===== src/rtl/bf16_mul_arbiter.sv =====
// Round-robin arbiter sharing one pipelined bf16 multiplier among N requesters.
// Each issued op carries its requester ID down a tag pipe matched to the multiplier latency.
module bf16_mul_arbiter #(
   parameter int N   = 4,
   parameter int LAT = 3,
   parameter int IDW = $clog2(N),
   parameter int CW  = $clog2(LAT + 2)
) (
   input  logic              clk,
   input  logic              rst,
   input  logic [N-1:0]      req_valid,
   input  logic [16*N-1:0]   req_a,
   input  logic [16*N-1:0]   req_b,
   output logic [N-1:0]      req_ready,
   output logic [N-1:0]      rsp_valid,
   output logic [15:0]       rsp_result,
   output logic [IDW-1:0]    rsp_id,
   output logic [15:0]       mul_a,
   output logic [15:0]       mul_b,
   output logic              mul_in_valid,
   input  logic [15:0]       mul_result,
   input  logic              mul_out_valid,
   input  logic              pause,
   output logic              idle,
   output logic [CW-1:0]     inflight,
   output logic              err
);

   logic [IDW-1:0] ptr;
   logic [IDW-1:0] grant_id;
   logic           grant_found;
   logic [15:0]    sel_a;
   logic [15:0]    sel_b;
   logic           handshake;
   logic [IDW-1:0] issue_id;
   logic [LAT-1:0] tag_v;
   logic [IDW-1:0] tag_id [LAT];
   logic           exit_v;
   logic [IDW-1:0] exit_id;
   logic           rsp_fire;

   // Scan ptr, ptr+1, ... wrapping at N; the first valid lane wins.
   always_comb begin
      logic [IDW:0] lane;
      lane        = '0;
      grant_found = 1'b0;
      grant_id    = '0;
      sel_a       = '0;
      sel_b       = '0;
      for (int k = 0; k < N; k++) begin
         lane = {1'b0, ptr} + (IDW+1)'(k);
         if (lane >= (IDW+1)'(N)) begin
            lane = lane - (IDW+1)'(N);
         end
         if (!grant_found && req_valid[lane[IDW-1:0]]) begin
            grant_found = 1'b1;
            grant_id    = lane[IDW-1:0];
            sel_a       = req_a[{lane[IDW-1:0], 4'b0000} +: 16];
            sel_b       = req_b[{lane[IDW-1:0], 4'b0000} +: 16];
         end
      end
   end

   assign handshake = !pause && grant_found;

   always_comb begin
      req_ready = '0;
      if (handshake) begin
         req_ready[grant_id] = 1'b1;
      end
   end

   always_ff @(posedge clk) begin
      if (rst) begin
         ptr          <= '0;
         mul_a        <= '0;
         mul_b        <= '0;
         mul_in_valid <= 1'b0;
         issue_id     <= '0;
      end else begin
         mul_in_valid <= handshake;
         if (handshake) begin
            mul_a    <= sel_a;
            mul_b    <= sel_b;
            issue_id <= grant_id;
            ptr      <= (grant_id == IDW'(N-1)) ? '0 : grant_id + IDW'(1);
         end
      end
   end

   // Stage 0 samples the issue strobe, so the last stage lines up with mul_out_valid.
   always_ff @(posedge clk) begin
      if (rst) begin
         tag_v <= '0;
         for (int s = 0; s < LAT; s++) begin
            tag_id[s] <= '0;
         end
      end else begin
         tag_v[0]  <= mul_in_valid;
         tag_id[0] <= issue_id;
         for (int s = 1; s < LAT; s++) begin
            tag_v[s]  <= tag_v[s-1];
            tag_id[s] <= tag_id[s-1];
         end
      end
   end

   assign exit_v     = tag_v[LAT-1];
   assign exit_id    = tag_id[LAT-1];
   assign rsp_fire   = exit_v && mul_out_valid;
   assign rsp_id     = exit_id;
   assign rsp_result = mul_result;

   always_comb begin
      rsp_valid = '0;
      if (rsp_fire) begin
         rsp_valid[exit_id] = 1'b1;
      end
   end

   always_ff @(posedge clk) begin
      if (rst) begin
         inflight <= '0;
         err      <= 1'b0;
      end else begin
         if (handshake && !rsp_fire && inflight != CW'(LAT+1)) begin
            inflight <= inflight + CW'(1);
         end else if (!handshake && rsp_fire && inflight != '0) begin
            inflight <= inflight - CW'(1);
         end
         if (exit_v != mul_out_valid) begin
            err <= 1'b1;
         end
      end
   end

   assign idle = (inflight == '0);

endmodule


===== config.mk =====
export PLATFORM = sky130hd
export DESIGN_NAME = bf16_mul_arbiter
export DESIGN_NICKNAME = d
export VERILOG_FILES = /design/src/rtl/bf16_mul_arbiter.sv
export SDC_FILE = /design/constraint.sdc
export NUM_CORES = 1
export LEC_CHECK = 0
export ABC_AREA = 1
export CAP_MARGIN = 20
export CELL_PAD_IN_SITES_DETAIL_PLACEMENT = 0
export CELL_PAD_IN_SITES_GLOBAL_PLACEMENT = 1
export CORE_MARGIN = 5
export CORE_UTILIZATION = 30
export CTS_BUF_LIST = sky130_fd_sc_hd__clkbuf_16
export DETAILED_ROUTE_END_ITERATION = 12
export PLACE_DENSITY_LB_ADDON = 0.1
export SYNTH_ARGS = -nofsm -noshare
export SYNTH_HDL_FRONTEND = slang
export SYNTH_SLANG_ARGS = --single-unit

===== constraint.sdc =====
create_clock -name clk -period 2.51 [get_ports clk]
set_input_delay 0.502 -clock clk [delete_from_list [all_inputs] [get_ports clk]]
set_output_delay 0.502 -clock clk [all_outputs]
set_load 0.05 [all_outputs]

==> impl_metrics.prom, run 1 <==
# TYPE chip_impl_metric gauge
chip_impl_info{name="r2r_start",value="ptr[0]"} 1
chip_impl_metric{name="die_area",unit="um^2"} 22340
chip_impl_metric{name="number_of_buffers_inserted_during_clock_tree_synthesis",unit=""} 5
chip_impl_info{name="cts.root.buffer_cell",value="clkbuf_16"} 1
chip_impl_metric{name="period_minus_slack",unit="ns"} 2.692
chip_impl_metric{name="synth_top_area_share",unit=""} 0.2090
chip_impl_info{name="setup.worst_path.start_class",value="register"} 1
chip_impl_metric{name="io_buffers",unit=""} 183
chip_impl_metric{name="gp_routability_congestion",unit=""} 0.7532
chip_impl_metric{name="io_pins",unit=""} 216
chip_impl_metric{name="hpwlAfterDp",unit="mm"} 14.03
chip_impl_info{name="cts_tree",value="done"} 1
chip_impl_metric{name="start_util",unit=""} 0.3018
chip_impl_metric{name="synthArstFlopShare",unit=""} 0
chip_impl_metric{name="synth_cells",unit=""} 1027
chip_impl_metric{name="routed_wl",unit="mm"} 19.50
chip_impl_metric{name="post-route-drc-count",unit=""} 0
chip_impl_metric{name="n_antenna_cell",unit=""} 0
chip_impl_metric{name="drt-vias-per-instance",unit=""} 4.660
chip_impl_info{name="layout_commonest_cell",value="nand2_1"} 1
chip_impl_metric{name="place_worst_setup_slack",unit="ns"} -0.4461
chip_impl_metric{name="h-tree-depth",unit=""} 2
chip_impl_info{name="post_synth_main_area_contributors",value="nand2_1 21%, dfxtp_1 17%, o21ai_0 16%, mux2i_1 9.9%, o211ai_1 7.5%"} 1
chip_impl_info{name="unrepaired_setup_endpoints_after_global_routing",value="yes"} 1
chip_impl_info{name="critical_path.slowest_cell",value="dfxtp_4"} 1
chip_impl_metric{name="avgSynthCellArea",unit="um^2"} 5.682
chip_impl_metric{name="detail_route.first_pass.iterations",unit=""} 4
chip_impl_info{name="critPathCaptureType",value="output port"} 1
chip_impl_info{name="timing.hold.worst.start",value="tag_id[0][2]"} 1
chip_impl_metric{name="area.growth.synth_to_final",unit="%"} 41.98
chip_impl_info{name="crit_type",value="register to output port"} 1
chip_impl_metric{name="hold_path_depth",unit=""} 2
chip_impl_metric{name="hold_viol",unit=""} 0
chip_impl_metric{name="total_number_of_yosys_warnings",unit=""} 0
chip_impl_info{name="synth_top_area_cell",value="nand2_1"} 1
chip_impl_metric{name="power_density",unit="nW/um^2"} 1106
chip_impl_info{name="critical_path.cell_chain",value="buf_6 > nand2_1 > nand3_2 > nand2_2 > nor2_4 > nand2_2 > nand2_2 > xor2_1 > nand2_1 > inv_2 > ha_2 > inv_2 > nor2_4 > buf_12"} 1
chip_impl_metric{name="maxSlewViolCount",unit=""} 0
chip_impl_metric{name="grt_remaining_overflow",unit=""} 0
chip_impl_metric{name="p_leak",unit="nW"} 3.406
chip_impl_metric{name="worst_r2r_path_depth",unit=""} 10
chip_impl_metric{name="layout_worst_path_cycle_share",unit=""} 1.072
chip_impl_metric{name="clock-sinks",unit=""} 50
chip_impl_metric{name="final_cell_area",unit="um^2"} 8285
chip_impl_metric{name="critical_path_arrival",unit="ns"} 2.19
chip_impl_metric{name="largest_net_degree_at_the_start_of_global_routing",unit=""} 132
chip_impl_metric{name="n_fill_cell",unit=""} 2123
chip_impl_metric{name="synth_edf_count",unit=""} 0
chip_impl_info{name="synthFlopType",value="dfxtp_1"} 1
chip_impl_metric{name="synth_seq_area_share",unit=""} 0.1715
chip_impl_metric{name="met3_usage",unit=""} 0.03725
chip_impl_metric{name="fin_tns_setup",unit="ns"} -0.6626
chip_impl_metric{name="timing.fmax",unit="GHz"} 0.3715
chip_impl_metric{name="grt_pass1_vias",unit=""} 6137
chip_impl_metric{name="core",unit="um^2"} 19330
chip_impl_info{name="final_cell_mix",value="313 x nand2_1, 187 x o21ai_0, 171 x clkdlybuf4s50_1, 95 x nor2_1, 88 x inv_1"} 1
chip_impl_metric{name="synth_cell_type_count",unit=""} 26
chip_impl_metric{name="vias",unit=""} 6734
chip_impl_metric{name="dpl-instance-area",unit="um^2"} 7930
chip_impl_metric{name="drive_above_1_share",unit=""} 0.1000
chip_impl_metric{name="final_net_count",unit=""} 1337
chip_impl_info{name="worst_r2r_endpoint",value="mul_a[6]"} 1
chip_impl_metric{name="postSynthRegisterBits",unit=""} 50
chip_impl_metric{name="worst_clock_skew",unit="ns"} 0.004755
chip_impl_metric{name="post_synth_instance_area",unit="um^2"} 5836
chip_impl_metric{name="synthesis.nets",unit=""} 1185
chip_impl_metric{name="drt_iter0_markers",unit=""} 282
chip_impl_metric{name="wire_length_of_the_first_global_routing_pass",unit="mm"} 30.60
chip_impl_metric{name="grtUsageTotal",unit=""} 0.1690
chip_impl_metric{name="path_buf_inv",unit=""} 4
chip_impl_metric{name="grt_use_met2",unit=""} 0.2980
chip_impl_metric{name="antenna_violations_before_repair",unit=""} 1
chip_impl_metric{name="die_width",unit="um"} 149.5
chip_impl_metric{name="reg2reg_slack",unit="ns"} -0.01
chip_impl_metric{name="clk_path_buf_depth",unit=""} 2
chip_impl_metric{name="peakVddDrop",unit="uV"} 713.7
chip_impl_info{name="cp_top_family",value="simple AND/OR/NAND/NOR gates"} 1
chip_impl_info{name="worst_path_most_repeated_cell",value="nand2_2"} 1
chip_impl_metric{name="remaining_antenna_violation_count_after_routing",unit=""} 0
chip_impl_metric{name="cp_slowest_stage_delay",unit="ns"} 0.40
chip_impl_info{name="result_of_the_run",value="finished, violations left"} 1
chip_impl_metric{name="routed_wire_length_per_instance",unit="um"} 13.49
chip_impl_metric{name="die-height",unit="um"} 149.5
chip_impl_metric{name="worstMarginPinSlew",unit="ns"} 0.8401
chip_impl_info{name="gr-max-usage-layer",value="met2"} 1
chip_impl_metric{name="cp_max_fo",unit=""} 6
chip_impl_metric{name="worst_case_headroom_to_the_max_slew_limit",unit=""} 0.4400
chip_impl_metric{name="layout_setup_ws",unit="ns"} -0.1815
chip_impl_metric{name="clock_latency",unit="ns"} 0.31
chip_impl_metric{name="cp.required",unit="ns"} 2.01
chip_impl_info{name="holdCritPathClass",value="register to register"} 1
chip_impl_info{name="violated_checks",value="negative setup slack"} 1
chip_impl_metric{name="placementRows",unit=""} 51
chip_impl_metric{name="cts_hold_buffers",unit=""} 0
chip_impl_metric{name="drv_cap",unit=""} 0
chip_impl_metric{name="setup_viol",unit=""} 5
chip_impl_info{name="hold_critical_path_endpoint",value="tag_id[0][4]"} 1
chip_impl_metric{name="grt.met1_usage",unit=""} 0.2165
chip_impl_metric{name="clkTransAtPathRegs",unit="ns"} 0.08
-- synthesized netlist by cell type (8+ instances only) --
library cell,n
buf_2,10
buf_4,29
buf_6,8
clkbuf_1,41
dfxtp_1,50
inv_1,94
mux2i_1,58
nand2_1,325
nor2_1,99
o211ai_1,58
o21ai_0,187
o21ai_1,21
-- where the power goes --
| part | internal (mW) | switching, mW | total, mW |
|---|---|---|---|
| Combinational | 2.82 | 4.37 | 7.19 |
| Clock | 0.384 | 0.378 | 0.762 |
| Sequential | 1.04 | 0.165 | 1.21 |
| Total | 4.25 | 4.91 | 9.17 |
-- worst reg2reg max path, cell delays in order (launching register included) --
cell	delay, ns
dfxtp_4	0.40
buf_4	0.13
buf_12	0.42
buf_4	0.63
o21ai_0	0.28
nand2_1	0.10
o21ai_0	0.09
nand2_1	0.09
o211ai_1	0.09
nor2_1	0.14
nor2_1	0.05
-- what timing repair did --
action,4_1_cts,5_1_grt
endpoints found under the setup margin,4,16
gates cloned,0,0
buffers inserted,17,1
pin swaps,17,9
resized for setup,30,6
-- how the worst max path moves through the flow --
| stage | from | endpoint | slack [ns] | depth (start not counted) |
|---|---|---|---|---|
| after floorplan | req_valid[3] | req_ready[1] | -0.12 | 13 |
| after global placement | req_valid[3] | req_ready[1] | -0.43 | 14 |
| after detailed placement | req_valid[3] | req_ready[2] | -0.45 | 15 |
| after CTS | ptr[0] | req_ready[3] | -0.21 | 15 |
| after global routing | ptr[0] | req_ready[1] | -0.31 | 14 |
| final | ptr[0] | req_ready[1] | -0.18 | 14 |
-- metal layers --
metal | wire [um] | share of wire | vias up
li1 | - | - | 3621
met1 | 9146 | 0.47 | 2960
met2 | 9019 | 0.46 | 143
met3 | 1192 | 0.061 | 8
met4 | 123 | 0.0063 | 2
met5 | 13 | 0.00067 | -
-- flip-flops by register name, summed over array words and instances (netlist names) --
name,cells
tag_id,6
mul_b,16
mul_in_valid,1
tag_v,3
issue_id,2
err,1
ptr,2
mul_a,16
inflight,3
-- cell type report --
cell class	count	area (um^2)	share of cell area
repair buffers	239	2394	0.2889
inverters	98	377.9	0.04561
clock buffers	5	125.1	0.01510
flip-flops and latches	50	1008	0.1217
multi-input cells	785	4020	0.4852
clock inverters	3	28.78	0.003473
well taps	265	331.6	0.04002
-- cells by family after synthesis --
family          after synthesis  synth area share
buf+inv                     192            0.1546
mux                          58           0.09949
compound gates              271            0.2573
simple gates                449            0.3015
fa+ha+maj                     6           0.01415
flops                        50            0.1715
xor+xnor                      1          0.001501
-- metrics by stage --
step,hold slack [ns],std cells,power [mW],utilization
6_report,0.4022,1445,9.165,0.4285
5_1_grt,0.4099,1445,10.06,0.4285
4_1_cts,0.4031,1447,9.314,0.4286
2_1_floorplan,0.3883,1027,6.084,-
3_5_place_dp,0.3920,1422,8.010,0.4101
3_3_place_gp,0.3921,1422,7.967,0.4101
No activity file was read; power rests on OpenSTA's default activity.
==> inputs of run 2 (changes only) <==
==> config.mk (replaced) <==
export PLATFORM = sky130hd
export DESIGN_NAME = bf16_mul_arbiter
export DESIGN_NICKNAME = d
export VERILOG_FILES = /design/src/rtl/bf16_mul_arbiter.sv
export SDC_FILE = /design/constraint.sdc
export NUM_CORES = 1
export LEC_CHECK = 0
export ABC_AREA = 1
export CAP_MARGIN = 20
export CORE_MARGIN = 5
export CORE_UTILIZATION = 46
export CTS_BUF_LIST = sky130_fd_sc_hd__clkbuf_16
export CTS_CLUSTER_DIAMETER = 200
export DETAILED_ROUTE_END_ITERATION = 12
export PLACE_DENSITY = 0.83
export SYNTH_ARGS = -nofsm -noshare
export SYNTH_HDL_FRONTEND = slang
export SYNTH_SLANG_ARGS = --single-unit
==> run 2 against run 1 <==
The run still ends with negative setup slack left. Final area is 0.29% higher. Non-clock buffer count shrank 7. Sequential cell count stayed put. Critical endpoint is now req_ready[3]. Critical path depth stayed put. Global-route usage is 6.6 points higher. Worst hold slack improved by 0.0041 ns. Wire length decreased by 2.2%. Combinational power rose by 5.1%.
==> impl_metrics.prom, run 2 (synthesis results as in run 1) <==
# TYPE chip_impl_metric gauge
chip_impl_info{name="reg.largest.list",value="mul_a (16), mul_b (16), tag_id (6)"} 1
chip_impl_metric{name="area.sequential",unit="um^2"} 1008
chip_impl_metric{name="n_antenna_cell",unit=""} 0
chip_impl_info{name="final_cell_mix",value="308 x nand2_1, 186 x o21ai_0, 171 x clkdlybuf4s50_1, 95 x nor2_1, 85 x inv_1"} 1
chip_impl_info{name="crit_type",value="register to output port"} 1
chip_impl_metric{name="switchingPower",unit="mW"} 5.145
chip_impl_metric{name="period_minus_slack",unit="ns"} 2.809
chip_impl_metric{name="number_of_buffers_inserted_during_clock_tree_synthesis",unit=""} 5
chip_impl_metric{name="fin_cells",unit=""} 1345
chip_impl_metric{name="routed_wire_length_per_instance",unit="um"} 14.17
chip_impl_metric{name="multi_input_area",unit="um^2"} 4175
chip_impl_metric{name="layout_worst_path_cycle_share",unit=""} 1.119
chip_impl_metric{name="area.growth.synth_to_final",unit="%"} 42.39
chip_impl_metric{name="grt_pass1_vias",unit=""} 6332
chip_impl_metric{name="antenna_violations_before_repair",unit=""} 0
chip_impl_metric{name="cp.required",unit="ns"} 2.01
chip_impl_metric{name="power.total",unit="mW"} 9.493
chip_impl_info{name="violated_checks",value="negative setup slack"} 1
chip_impl_info{name="unrepaired_setup_endpoints_after_global_routing",value="yes"} 1
chip_impl_metric{name="worst_case_headroom_to_the_max_slew_limit",unit=""} 0.3409
chip_impl_metric{name="clock-sinks",unit=""} 50
chip_impl_metric{name="wire_length_of_the_first_global_routing_pass",unit="mm"} 29.15
chip_impl_metric{name="gp_routability_congestion",unit=""} 0.8403
chip_impl_metric{name="routed_wl",unit="mm"} 19.07
chip_impl_metric{name="n_fill_cell",unit=""} 1112
chip_impl_metric{name="die_area",unit="um^2"} 15040
chip_impl_info{name="layout_commonest_cell",value="nand2_1"} 1
chip_impl_metric{name="hold_viol",unit=""} 0
chip_impl_metric{name="pwr-share-comb",unit=""} 0.796
chip_impl_info{name="holdCritPathClass",value="register to register"} 1
chip_impl_metric{name="fin_tns_setup",unit="ns"} -1.073
chip_impl_metric{name="grt_remaining_overflow",unit=""} 0
chip_impl_metric{name="p_int",unit="mW"} 4.348
chip_impl_info{name="critPathCaptureType",value="output port"} 1
chip_impl_metric{name="detail_route.first_pass.iterations",unit=""} 5
chip_impl_metric{name="grtUsageTotal",unit=""} 0.2353
chip_impl_metric{name="vias",unit=""} 7049
chip_impl_metric{name="clock_latency",unit="ns"} 0.29
chip_impl_metric{name="clkTransAtPathRegs",unit="ns"} 0.08
chip_impl_info{name="result_of_the_run",value="finished, violations left"} 1
chip_impl_metric{name="hpwlAfterDp",unit="mm"} 12.45
chip_impl_metric{name="worstMarginPinSlew",unit="ns"} 0.9886
chip_impl_metric{name="drive_above_1_share",unit=""} 0.1049
chip_impl_metric{name="remaining_antenna_violation_count_after_routing",unit=""} 0
chip_impl_metric{name="drt_iter0_markers",unit=""} 569
chip_impl_metric{name="drv_cap",unit=""} 0
chip_impl_metric{name="power.share.sequential",unit=""} 0.128
chip_impl_metric{name="placementRows",unit=""} 41
chip_impl_metric{name="timing.fmax",unit="GHz"} 0.3561
chip_impl_metric{name="worst_clock_skew",unit="ns"} 0.003571
chip_impl_metric{name="clk_path_buf_depth",unit=""} 2
chip_impl_metric{name="setup_viol",unit=""} 4
chip_impl_metric{name="peakVddDrop",unit="uV"} 627.5
chip_impl_metric{name="post-route-drc-count",unit=""} 0
chip_impl_info{name="setup.worst_path.start_class",value="register"} 1
chip_impl_metric{name="cp_max_fo",unit=""} 8
chip_impl_metric{name="io_buffers",unit=""} 183
chip_impl_metric{name="start_util",unit=""} 0.4662
chip_impl_metric{name="layout_setup_ws",unit="ns"} -0.2986
chip_impl_metric{name="final_net_count",unit=""} 1330
chip_impl_info{name="cts_tree",value="done"} 1
chip_impl_metric{name="hold_ws",unit="ns"} 0.4063
chip_impl_metric{name="largest_net_degree_at_the_start_of_global_routing",unit=""} 182
chip_impl_metric{name="number_of_placed_instances_with_taps_included",unit=""} 1319
chip_impl_metric{name="io_pins",unit=""} 216
chip_impl_metric{name="power_density",unit="nW/um^2"} 1142
chip_impl_metric{name="die-height",unit="um"} 122.6
chip_impl_metric{name="h-tree-depth",unit=""} 2
chip_impl_metric{name="final_cell_area",unit="um^2"} 8309
chip_impl_metric{name="p_clk_frac",unit=""} 0.076
chip_impl_metric{name="switching_share_of_total_power",unit=""} 0.5420
chip_impl_metric{name="die_width",unit="um"} 122.6
chip_impl_metric{name="critical_path_arrival",unit="ns"} 2.31
chip_impl_metric{name="maxSlewViolCount",unit=""} 0
chip_impl_info{name="cts.root.buffer_cell",value="clkbuf_16"} 1
chip_impl_metric{name="core",unit="um^2"} 12520
chip_impl_metric{name="p_leak",unit="nW"} 3.440
chip_impl_metric{name="dpl-instance-area",unit="um^2"} 7739
chip_impl_metric{name="drt-vias-per-instance",unit=""} 5.241
## run 2: changes by cell type in the layout (fill, tap and decap cells not counted), sizes merged
cell           delta
buf               -7
dlygate4sd2       -2
clkbuf            +1
clkdlybuf4s15     +1
## run 2: stage by stage
| step | utilization | setup slack [ns] |
|---|---|---|
| after global placement | 0.6183 | -0.3717 |
| final | 0.6638 | -0.2986 |
| after CTS | 0.6517 | -0.1659 |
| after detailed placement | 0.6183 | -0.4514 |
| after floorplan | - | -0.1215 |
| after global routing | 0.6638 | -0.3901 |
## run 2: metal layers
metal  track usage  part of all wire  vias up
li1              -                 -     3606
met1        0.2881              0.41     3025
met2        0.4005              0.46      343
met3       0.04654             0.087       75
met4        0.1015             0.047        0
met5             0                 0        -
## run 2: power groups by stage
| stage | Clock [mW] | Sequential, mW | Combinational (mW) |
|---|---|---|---|
| 2_1_floorplan | 0 | 1.86 | 4.23 |
| 3_3_place_gp | 0 | 1.23 | 6.38 |
| 3_5_place_dp | 0 | 1.23 | 6.51 |
| 4_1_cts | 0.752 | 1.20 | 7.08 |
| 5_1_grt | 0.785 | 1.24 | 8.27 |
| 6_report | 0.724 | 1.21 | 7.56 |
## run 2: final timing paths
check | startpoint | to | slack [ns] | cells past startpoint
max | ptr[0] | req_ready[3] | -0.30 | 14
max reg2reg | ptr[0] | mul_a[0] | 0.20 | 17
min | tag_id[0][2] | tag_id[0][4] | 0.41 | 2
min reg2reg | tag_id[0][2] | tag_id[0][4] | 0.41 | 2
## run 2: critical path, cell delays in order, from the launching register on
cell	delay (ns)
dfxtp_4	0.43
buf_12	0.16
nand2_4	0.07
nand3_4	0.08
nand2_4	0.07
nor2_4	0.16
nand2_4	0.10
nor2_4	0.14
nand3b_1	0.17
nand2_4	0.10
inv_4	0.10
ha_4	0.14
inv_2	0.04
nor2_4	0.11
buf_12	0.14
## run 2: layout make-up
| class | instances | share of cell area |
|---|---|---|
| clock buffers | 5 | 0.01506 |
| well taps | 172 | 0.02590 |
| multi-input cells | 785 | 0.5025 |
| repair buffers | 232 | 0.2857 |
| inverters | 98 | 0.04638 |
| clock inverters | 3 | 0.003162 |
| flip-flops and latches | 50 | 0.1214 |
## run 2: repair_timing
item,4_1_cts,5_1_grt
hold endpoints to repair,0,0
hold buffers,0,0
buffers inserted,15,2
endpoints found under the setup margin,4,4
pin swaps,21,11
gates resized for setup,48,31
==> inputs of run 3 (changes only) <==
--- a/config.mk
+++ b/config.mk
@@ -12,6 +12,7 @@
 export CTS_BUF_LIST = sky130_fd_sc_hd__clkbuf_16
 export CTS_CLUSTER_DIAMETER = 200
 export DETAILED_ROUTE_END_ITERATION = 12
+export GPL_TIMING_DRIVEN = 0
 export PLACE_DENSITY = 0.83
 export SYNTH_ARGS = -nofsm -noshare
 export SYNTH_HDL_FRONTEND = slang
==> run 3 against run 2 <==
The run still ends with negative setup slack left. Wire length rose by 25%. Maximum frequency down 0.42%. Sequential cell count did not move. Worst hold slack worse by 0.0035 ns. Register-to-register slack gained 0.11 ns. Clock power is 6.8% higher. Cell count up 5.7%. Power rose by 1.8%. Critical path type unchanged.
==> impl_metrics.prom, run 3 (synthesis results as in run 1) <==
# TYPE chip_impl_metric gauge
chip_impl_info{name="result_of_the_run",value="finished, violations left"} 1
chip_impl_metric{name="clock_latency",unit="ns"} 0.33
chip_impl_metric{name="grtUsageTotal",unit=""} 0.2987
chip_impl_metric{name="detail_route.first_pass.iterations",unit=""} 6
chip_impl_metric{name="wire_length_of_the_first_global_routing_pass",unit="mm"} 35.80
chip_impl_metric{name="final_cell_area",unit="um^2"} 8506
chip_impl_metric{name="grt_remaining_overflow",unit=""} 0
chip_impl_metric{name="cp_slowest_stage_delay",unit="ns"} 0.40
chip_impl_metric{name="layout_setup_ws",unit="ns"} -0.3103
chip_impl_info{name="holdCritPathClass",value="register to register"} 1
chip_impl_metric{name="power.total",unit="mW"} 9.660
chip_impl_info{name="critical_path.slowest_cell",value="dfxtp_4"} 1
chip_impl_metric{name="die_area",unit="um^2"} 15040
chip_impl_metric{name="cts_hold_buffers",unit=""} 0
chip_impl_metric{name="h-tree-depth",unit=""} 2
chip_impl_metric{name="clock-sinks",unit=""} 50
chip_impl_metric{name="routed_wl",unit="mm"} 23.80
chip_impl_metric{name="grt_pass1_vias",unit=""} 7270
chip_impl_metric{name="power_density",unit="nW/um^2"} 1136
chip_impl_metric{name="remaining_antenna_violation_count_after_routing",unit=""} 0
chip_impl_info{name="layout_commonest_cell",value="nand2_1"} 1
chip_impl_metric{name="p_leak",unit="nW"} 3.543
chip_impl_metric{name="core",unit="um^2"} 12520
chip_impl_metric{name="largest_net_degree_at_the_start_of_global_routing",unit=""} 19
chip_impl_metric{name="maxSlewViolCount",unit=""} 0
chip_impl_metric{name="hpwlAfterDp",unit="mm"} 17.29
chip_impl_metric{name="post-route-drc-count",unit=""} 0
chip_impl_metric{name="worstMarginPinSlew",unit="ns"} 0.7176
chip_impl_metric{name="io_pins",unit=""} 216
chip_impl_info{name="violated_checks",value="negative setup slack"} 1
chip_impl_metric{name="drt_iter0_markers",unit=""} 921
chip_impl_info{name="cts_tree",value="done"} 1
chip_impl_metric{name="gp_routability_congestion",unit=""} 0.9373
chip_impl_metric{name="worst_clock_skew",unit="ns"} 0.01554
chip_impl_metric{name="vias",unit=""} 7899
chip_impl_info{name="reg.largest.list",value="mul_a (16), mul_b (16), tag_id (6)"} 1
chip_impl_metric{name="layout_worst_path_cycle_share",unit=""} 1.124
chip_impl_metric{name="area.growth.synth_to_final",unit="%"} 45.75
chip_impl_metric{name="fin_cells",unit=""} 1422
chip_impl_info{name="critical_path.cell_chain",value="buf_6 > nand2_1 > nand3_2 > nand2_4 > nor2_4 > nand2_4 > nand2_2 > xor2_2 > nand2_2 > inv_4 > ha_4 > inv_2 > nor2_4 > buf_8"} 1
chip_impl_metric{name="setup_viol",unit=""} 4
chip_impl_metric{name="peakVddDrop",unit="uV"} 545.5
chip_impl_info{name="setup.worst_path.start_class",value="register"} 1
chip_impl_metric{name="drive_above_1_share",unit=""} 0.1000
chip_impl_info{name="gr-max-usage-layer",value="met2"} 1
chip_impl_metric{name="utilization",unit=""} 0.6795
chip_impl_metric{name="n_antenna_cell",unit=""} 0
chip_impl_info{name="unrepaired_setup_endpoints_after_global_routing",value="yes"} 1
chip_impl_metric{name="timing.fmax",unit="GHz"} 0.3546
chip_impl_metric{name="cp.required",unit="ns"} 2.01
chip_impl_metric{name="worst_case_headroom_to_the_max_slew_limit",unit=""} 0.5216
chip_impl_metric{name="number_of_placed_instances_with_taps_included",unit=""} 1398
chip_impl_metric{name="routed_wire_length_per_instance",unit="um"} 16.74
chip_impl_metric{name="start_util",unit=""} 0.4662
chip_impl_info{name="critPathCaptureType",value="output port"} 1
chip_impl_metric{name="cp_max_fo",unit=""} 10
chip_impl_metric{name="final_net_count",unit=""} 1407
chip_impl_metric{name="critical_path_arrival",unit="ns"} 2.32
chip_impl_metric{name="met3_usage",unit=""} 0.07512
chip_impl_metric{name="number_of_buffers_inserted_during_clock_tree_synthesis",unit=""} 5
chip_impl_metric{name="grt_use_met2",unit=""} 0.4957
chip_impl_metric{name="period_minus_slack",unit="ns"} 2.820
chip_impl_metric{name="hold_viol",unit=""} 0
chip_impl_metric{name="drv_cap",unit=""} 0
chip_impl_metric{name="clk_path_buf_depth",unit=""} 2
chip_impl_metric{name="antenna_violations_before_repair",unit=""} 0
chip_impl_metric{name="die_width",unit="um"} 122.6
chip_impl_metric{name="dpl-instance-area",unit="um^2"} 8063
chip_impl_metric{name="io_buffers",unit=""} 199
chip_impl_metric{name="die-height",unit="um"} 122.6
chip_impl_metric{name="placementRows",unit=""} 41
chip_impl_metric{name="clkTransAtPathRegs",unit="ns"} 0.08
chip_impl_info{name="cts.root.buffer_cell",value="clkbuf_16"} 1
chip_impl_info{name="final_cell_mix",value="313 x nand2_1, 187 x clkdlybuf4s50_1, 186 x o21ai_0, 95 x nor2_1, 88 x inv_1"} 1
chip_impl_metric{name="grt.met1_usage",unit=""} 0.3689
chip_impl_metric{name="hold_ws",unit="ns"} 0.4027
chip_impl_info{name="crit_type",value="register to output port"} 1
chip_impl_metric{name="drt-vias-per-instance",unit=""} 5.555
## run 3: cell count changes in the layout (fill, tap and decap cells not counted), sizes merged
cell / delta
dlygate4sd2: +2
clkdlybuf4s50: +16
clkbuf: +41
buf: +16
clkdlybuf4s15: +2
## run 3: area by class of cell
type,instances,area [um^2]
plain buffers,93,538.0
clock buffers,5,125.1
clock inverters,3,28.78
fillers,1143,4011
inverters,98,375.4
multi-input cells,785,4091
flip-flops and latches,50,1006
well taps,172,215.2
repair buffers,216,2126
## run 3: metrics by stage
step           TNS, ns  setup WS [ns]
2_1_floorplan  -0.1215        -0.1215
3_3_place_gp    -7.768         -1.307
3_5_place_dp    -8.597         -1.332
4_1_cts         -1.017        -0.2721
5_1_grt         -1.636        -0.4391
6_report        -1.136        -0.3103
## run 3: critical path, delay by kind of cell (launching register included)
family	cells	cell delay (ns)
DFF	1	0.40
buffers and inverters	4	0.45
and+or+nand+nor	8	0.82
xor gates and xnor gates	1	0.19
adders and majority gates	1	0.13
## run 3: final timing paths
check / startpoint / to / slack, ns / depth (start not counted)
min: tag_v[0] / tag_v[1] / 0.40 / 2
max reg2reg: ptr[0] / inflight[2] / 0.31 / 14
max: ptr[0] / req_ready[1] / -0.31 / 14
min reg2reg: tag_v[0] / tag_v[1] / 0.40 / 2
## run 3: power by group
part	total (mW)	leakage [nW]	switching, mW	internal (mW)
sequential	1.19	0.414	0.148	1.04
combinational	7.70	3.05	4.99	2.70
clock	0.773	0.0763	0.388	0.384
## run 3: routing by layer
metal / part of all wire / vias up / wire, um
met5: 0 / - / 0
met4: 0.029 / 0 / 702
met3: 0.12 / 75 / 2819
met2: 0.47 / 538 / 11070
met1: 0.39 / 3527 / 9209
li1: - / 3759 / -
## run 3: repair_timing
action,in CTS,in global routing
endpoints found under the setup margin,8,8
buffers inserted,12,5
pin swaps,20,10
gates resized for setup,79,16
gates cloned,0,0
==> variant 1, RTL diff (settings of run 2) <==
The parameter `LAT` goes from 3 to 6.
--- a/src/rtl/bf16_mul_arbiter.sv
+++ b/src/rtl/bf16_mul_arbiter.sv
@@ -2,7 +2,7 @@
 // Each issued op carries its requester ID down a tag pipe matched to the multiplier latency.
 module bf16_mul_arbiter #(
    parameter int N   = 4,
-   parameter int LAT = 3,
+   parameter int LAT = 6,
    parameter int IDW = $clog2(N),
    parameter int CW  = $clog2(LAT + 2)
 ) (
Formal check against the unedited RTL: not equivalent (Yosys sat finds a counterexample within 10 cycles, from zero or initial values and one cycle with rst high).
==> variant 1 against run 2 <==
  * The flow still finishes with violations (setup timing)
  * Setup slack got worse by 0.053 ns
  * Via count up 4.1%
  * Utilization up 0.45 points
  * Sequential cell count grew 9
  * Wire length increased by 3.0%
  * Synthesized area rose by 6.3%
  * Cell area up 6.5%
  * Critical path depth unchanged
  * Power rose by 19%
  * Critical endpoint is now req_ready[1]
  * Largest cell class unchanged
==> variant 1: results (changes against run 2) <==
Timing
  • Final worst slack: -0.351 ns (-0.0527 ns)
  • WHS: 0.402 ns (-0.00470 ns)
  • Endpoints failing setup: 4 (unchanged)
  • Clock skew: 0.00437 ns (+0.000804 ns)
  • Total negative slack: -1.32 ns (-0.248 ns)

Placement
  • Cells after DPL: 1395 (+5.8%)
  • Pre-CTS setup slack: -0.508 ns (-0.0569 ns)

Synthesis
  • Mapped Nets: 1259 (+6.2%)
  • Most instantiated cells after synthesis: nand2_1, inv_1, o21ai_0, nor2_1
  • Sequential element share of the synthesized area: 19.0% (+1.9 points)

Layout
  • Fill cells: 1151 (+3.5%)
  • FF/Latch Area: 1190 um^2 (+18%)
  • Clk_buf instances: 9 (+4)
  • Non-clk invs: 137 (+40%)
  • Layout cells sized above 1: 8.97% (-1.5 points)
  • Largest regs: mul_a (16), mul_b (16), tag_id (12)

Setup path
  • Reg2reg path depth: 15 (-2)
  • Peak per-stage delay on the critical path: 0.38 ns (-0.05 ns)
  • Worst Path Arrival: 2.36 ns (+0.05 ns)
  • R2R Setup Slk: 0.15 ns (-0.05 ns)

Run status
  • Run status: finished, violations left
  • Failing checks: setup timing

Floorplan
  • # rows: 42 (+2.4%)

Min path
  • Worst Min Path Start: tag_id[3][1]$_SDFF_PP0_

Clock tree
  • # resized after CTS: 29 (-40%)
  • Htree depth: 3 (+1)
  • Setup bufs post-CTS: 7 (-8)
  • CTS clk-pin slew, worst paths: 0.06 ns (-0.02 ns)

Global route
  • Tot GR Track Use: 22.8% (-0.73 points)
  • First-pass GRT wire length: 30.7 mm (+5.2%)
  • Vias in the first global route: 6635 (+4.8%)

Route
  • DR vias: 7336 (+4.1%)
  • Starting DRT DRC Count: 482 (-15%)

Power
  • Maximum VDD drop: 1.14 mV (+81%)
-- variant 1: cell types whose count changed in the layout (fill, tap and decap cells not counted), moves of 6 or more --
cell	before	now
nand2_1	308	379
o21ai_0	186	117
inv_1	85	127
o21ai_1	20	47
buf_4	38	28
dfxtp_1	48	57
mux2i_1	58	64
nand2_4	16	10
o211ai_1	58	64
-- variant 1: worst max path at each step --
stage	to	slack [ns]	cells past startpoint
after floorplan	req_ready[2]	0.05	13
after global placement	req_ready[3]	-0.42	14
after detailed placement	req_ready[1]	-0.51	14
after CTS	req_ready[3]	-0.21	15
after global routing	req_ready[1]	-0.45	14
final	req_ready[1]	-0.35	14
-- variant 1: critical path: cells and delay by family, from the launching register on --
kind            cells  cell delay, ns
buf+inv             5            0.54
simple gates        5            0.53
flops               1            0.38
compound gates      2            0.22
xor+xnor            1            0.20
fa+ha+maj           1            0.13
-- variant 1: layer usage --
layer | wire [um] | track usage [%] | up-vias
met5 | 0 | 0 | -
met1 | 8300 | 28.0 | 3244
met2 | 9340 | 39.3 | 262
met4 | 564 | 7.38 | 0
met3 | 1430 | 5.33 | 50
li1 | - | - | 3780
-- variant 1: cells by family (layout without fill, tap and decap cells) --
logic type / after synthesis / count (layout) / share of synthesized area, %
xor+xnor: 1 / 1 / 0.141
fa+ha+maj: 6 / 6 / 1.33
compound gates: 236 / 236 / 21.7
mux: 64 / 64 / 10.3
simple gates: 507 / 507 / 31.4
flops: 59 / 59 / 19.0
buf+inv: 228 / 376 / 16.1
-- variant 1: power by group --
part	switching [mW]	internal [mW]
Sequential	0.183	1.20
Combinational	5.32	3.24
Clock	0.484	0.875
Total	5.99	5.32
==> variant 2, RTL diff (config.mk and constraints of run 2) <==
Made on the original files. Reset style: asynchronous (`rst`), changed in 3 clocked blocks.
--- a/src/rtl/bf16_mul_arbiter.sv
+++ b/src/rtl/bf16_mul_arbiter.sv
@@ -70,7 +70,7 @@
       end
    end
 
-   always_ff @(posedge clk) begin
+   always_ff @(posedge clk or posedge rst) begin
       if (rst) begin
          ptr          <= '0;
          mul_a        <= '0;
@@ -89,7 +89,7 @@
    end
 
    // Stage 0 samples the issue strobe, so the last stage lines up with mul_out_valid.
-   always_ff @(posedge clk) begin
+   always_ff @(posedge clk or posedge rst) begin
       if (rst) begin
          tag_v <= '0;
          for (int s = 0; s < LAT; s++) begin
@@ -118,7 +118,7 @@
       end
    end
 
-   always_ff @(posedge clk) begin
+   always_ff @(posedge clk or posedge rst) begin
       if (rst) begin
          inflight <= '0;
          err      <= 1'b0;
Function: differs if rst is asserted again (counterexample within 4 cycles, from zero or initial values and one cycle with rst high); with rst held inactive, the same outputs for 4 cycles.
==> variant 2 against run 2 <==
  * Synthesized cell count up 9.1%
  * Register-to-register slack worse by 0.09 ns
  * The run still ends with setup timing left
  * Wire length up 2.8%
  * Setup slack worse by 0.14 ns
  * Cell area up 0.95%
  * Sequential cell count unchanged
  * Via count up 4.9%
  * Synthesized area up 4.4%
  * Critical endpoint unchanged
  * Power up 25%
==> variant 2: results (changes against run 2) <==
Run status
  • Run status: finished, violations left
  • Failing checks: setup timing

Global route
  • Vias in the first global route: 6691 (+5.7%)
  • Maximum number of pins on one net before global-route repair: 69 (-62%)
  • Tot GR Track Use: 23.3% (-0.18 points)
  • First-pass GRT wire length: 31.3 mm (+7.3%)

Setup path
  • R2R Setup Slk: 0.11 ns (-0.09 ns)
  • Worst r2r dst: inflight[2]$_DFFE_PP0P_
  • Reg-to-Reg Start: ptr[1]$_DFFE_PP0P_
  • CP max-delay cell: dfrtp_4
  • Worst Path Arrival: 2.45 ns (+0.14 ns)
  • Critical path peak fanout: 12 (+4)
  • Reg2reg path depth: 14 (-3)
  • Peak per-stage delay on the critical path: 0.51 ns (+0.08 ns)

Synthesis
  • Ranking of synthesized cells by area: nand2_1, dfrtp_1, o21ai_0, nor2_1, inv_1
  • Post-synthesis compound-gate area fraction: 22.6% (-3.1 points)
  • Async set-reset flop share out of synthesis: 100% (+100 points)
  • Mapped Nets: 1278 (+7.8%)
  • Synth cell types: 28 (+7.7%)
  • Most instantiated cells after synthesis: nand2_1, o21ai_0, nor2_1, inv_1
  • Sequential element share of the synthesized area: 20.5% (+3.4 points)
  • Post-synthesis mux area share: 0% (-9.9 points)
  • Syn_area_per_cell: 5.44 um^2 (-4.3%)
  • Post-synth top flop: dfrtp_1
  • Adder-Cell Fraction of Synth Area: 1.36% (-0.059 points)
  • Xor-xnor portion of the synthesized cell area: 0% (-0.15 points)

Min path
  • Worst Min Path Start: tag_id[3]$_DFF_PP0_
  • Hold Crit Depth: 0 (-2)

Power
  • Cell-internal power: 5.07 mW (+17%)
  • Leakage power: 3.97 nW (+15%)
  • Maximum VDD drop: 0.771 mV (+23%)

Timing
  • Clock skew: 0.00457 ns (+0.00100 ns)
  • Final worst slack: -0.441 ns (-0.143 ns)
  • Relative slew slack: 54.7% (+21 points)
  • Endpoints failing setup: 4 (unchanged)

Placement
  • DP HPWL: 13.4 mm (+7.8%)
  • Pre-CTS setup slack: -0.497 ns (-0.0460 ns)
  • GPL Wtd Cong: 0.883 (+5.1%)

Layout
  • Largest regs: mul_a (16), mul_b (16), tag_id (4)
  • Fill cells: 1145 (+3.0%)
  • Final #Nets: 1422 (+6.9%)
  • Layout cells sized above 1: 8.54% (-1.9 points)

Route
  • Starting DRT DRC Count: 552 (-3.0%)
  • Routed WL: 19.6 mm (+2.8%)
  • Routed WL per cell: 13.6 um (-4.1%)
  • Vias/cell: 5.13 (-2.1%)
## variant 2: cell types whose count changed after synthesis, moves of 5 or more
cell,before,now
inv_1,94,85
o21ai_1,21,50
o211ai_1,58,0
mux2i_1,58,0
nor2_1,99,130
buf_2,10,27
nand2_1,325,422
buf_1,6,1
nand3b_1,1,32
dfxtp_1,50,0
dfrtp_1,0,50
o21ai_0,187,214
clkbuf_1,41,35
## variant 2: worst max-delay path by stage
| stage | from | end | slack (ns) |
|---|---|---|---|
| final | ptr[0]$_DFFE_PP0P_ | req_ready[3] | -0.44 |
| after global routing | ptr[0]$_DFFE_PP0P_ | req_ready[3] | -0.57 |
| after CTS | ptr[0]$_DFFE_PP0P_ | req_ready[3] | -0.36 |
| after detailed placement | req_valid[3] | req_ready[3] | -0.50 |
| after global placement | req_valid[2] | req_ready[3] | -0.46 |
| after floorplan | ptr[0]$_DFFE_PP0P_ | req_ready[0] | 0.01 |
## variant 2: layer usage
layer / vias to the layer above / track usage (%) / share of wire [%]
met5: - / 0 / 0
met1: 3270 / 29.4 / 41
met2: 281 / 40.9 / 49
li1: 3813 / - / -
met4: 0 / 6.06 / 1.7
met3: 33 / 4.69 / 7.8
## variant 2: layout make-up
type                    count  area [um^2]  share of cell area [%]
multi-input cells         888         4120                    49.1
repair buffers            231         2310                    27.5
flip-flops and latches     50         1260                    15.0
inverters                  88          333                    3.97
well taps                 176          220                    2.63
clock buffers               5          125                    1.49
clock inverters             3         28.8                   0.343
## variant 2: cells by family (layout without fill, tap and decap cells)
family	after synthesis	count (layout)
and+or+nand+nor	610	610
adders and majority gates	6	6
buffers and inverters	183	327
AOI/OAI and AO/OA	271	272
DFF	50	50
## variant 2: repair_timing
action                     CTS  global route
gates cloned                 0             1
buffers inserted             6             6
setup endpoints to repair   27            39
pin swaps                    6             4
gates resized for setup     22            12
## variant 2: power by group through the flow
stage          sequential [mW]  combinational (mW)  clock (mW)
2_1_floorplan             2.30                5.92           0
3_3_place_gp              1.45                8.85           0
3_5_place_dp              1.45                9.04           0
4_1_cts                   1.45                9.30       0.747
5_1_grt                   1.49                10.7       0.786
6_report                  1.44                9.69       0.736
## variant 2: through the flow
step	util (%)	power (mW)	hold WS, ns	setup TNS, ns	cell area (um^2)
3_5_place_dp	61.2	10.5	0.335	-13.43	8010
3_3_place_gp	61.2	10.3	0.333	-12.44	8010
5_1_grt	64.1	13.0	0.369	-2.16	8390
4_1_cts	63.2	11.5	0.358	-1.37	8270
6_report	64.1	11.9	0.357	-1.65	8390
2_1_floorplan	-	8.22	0.331	0	6120
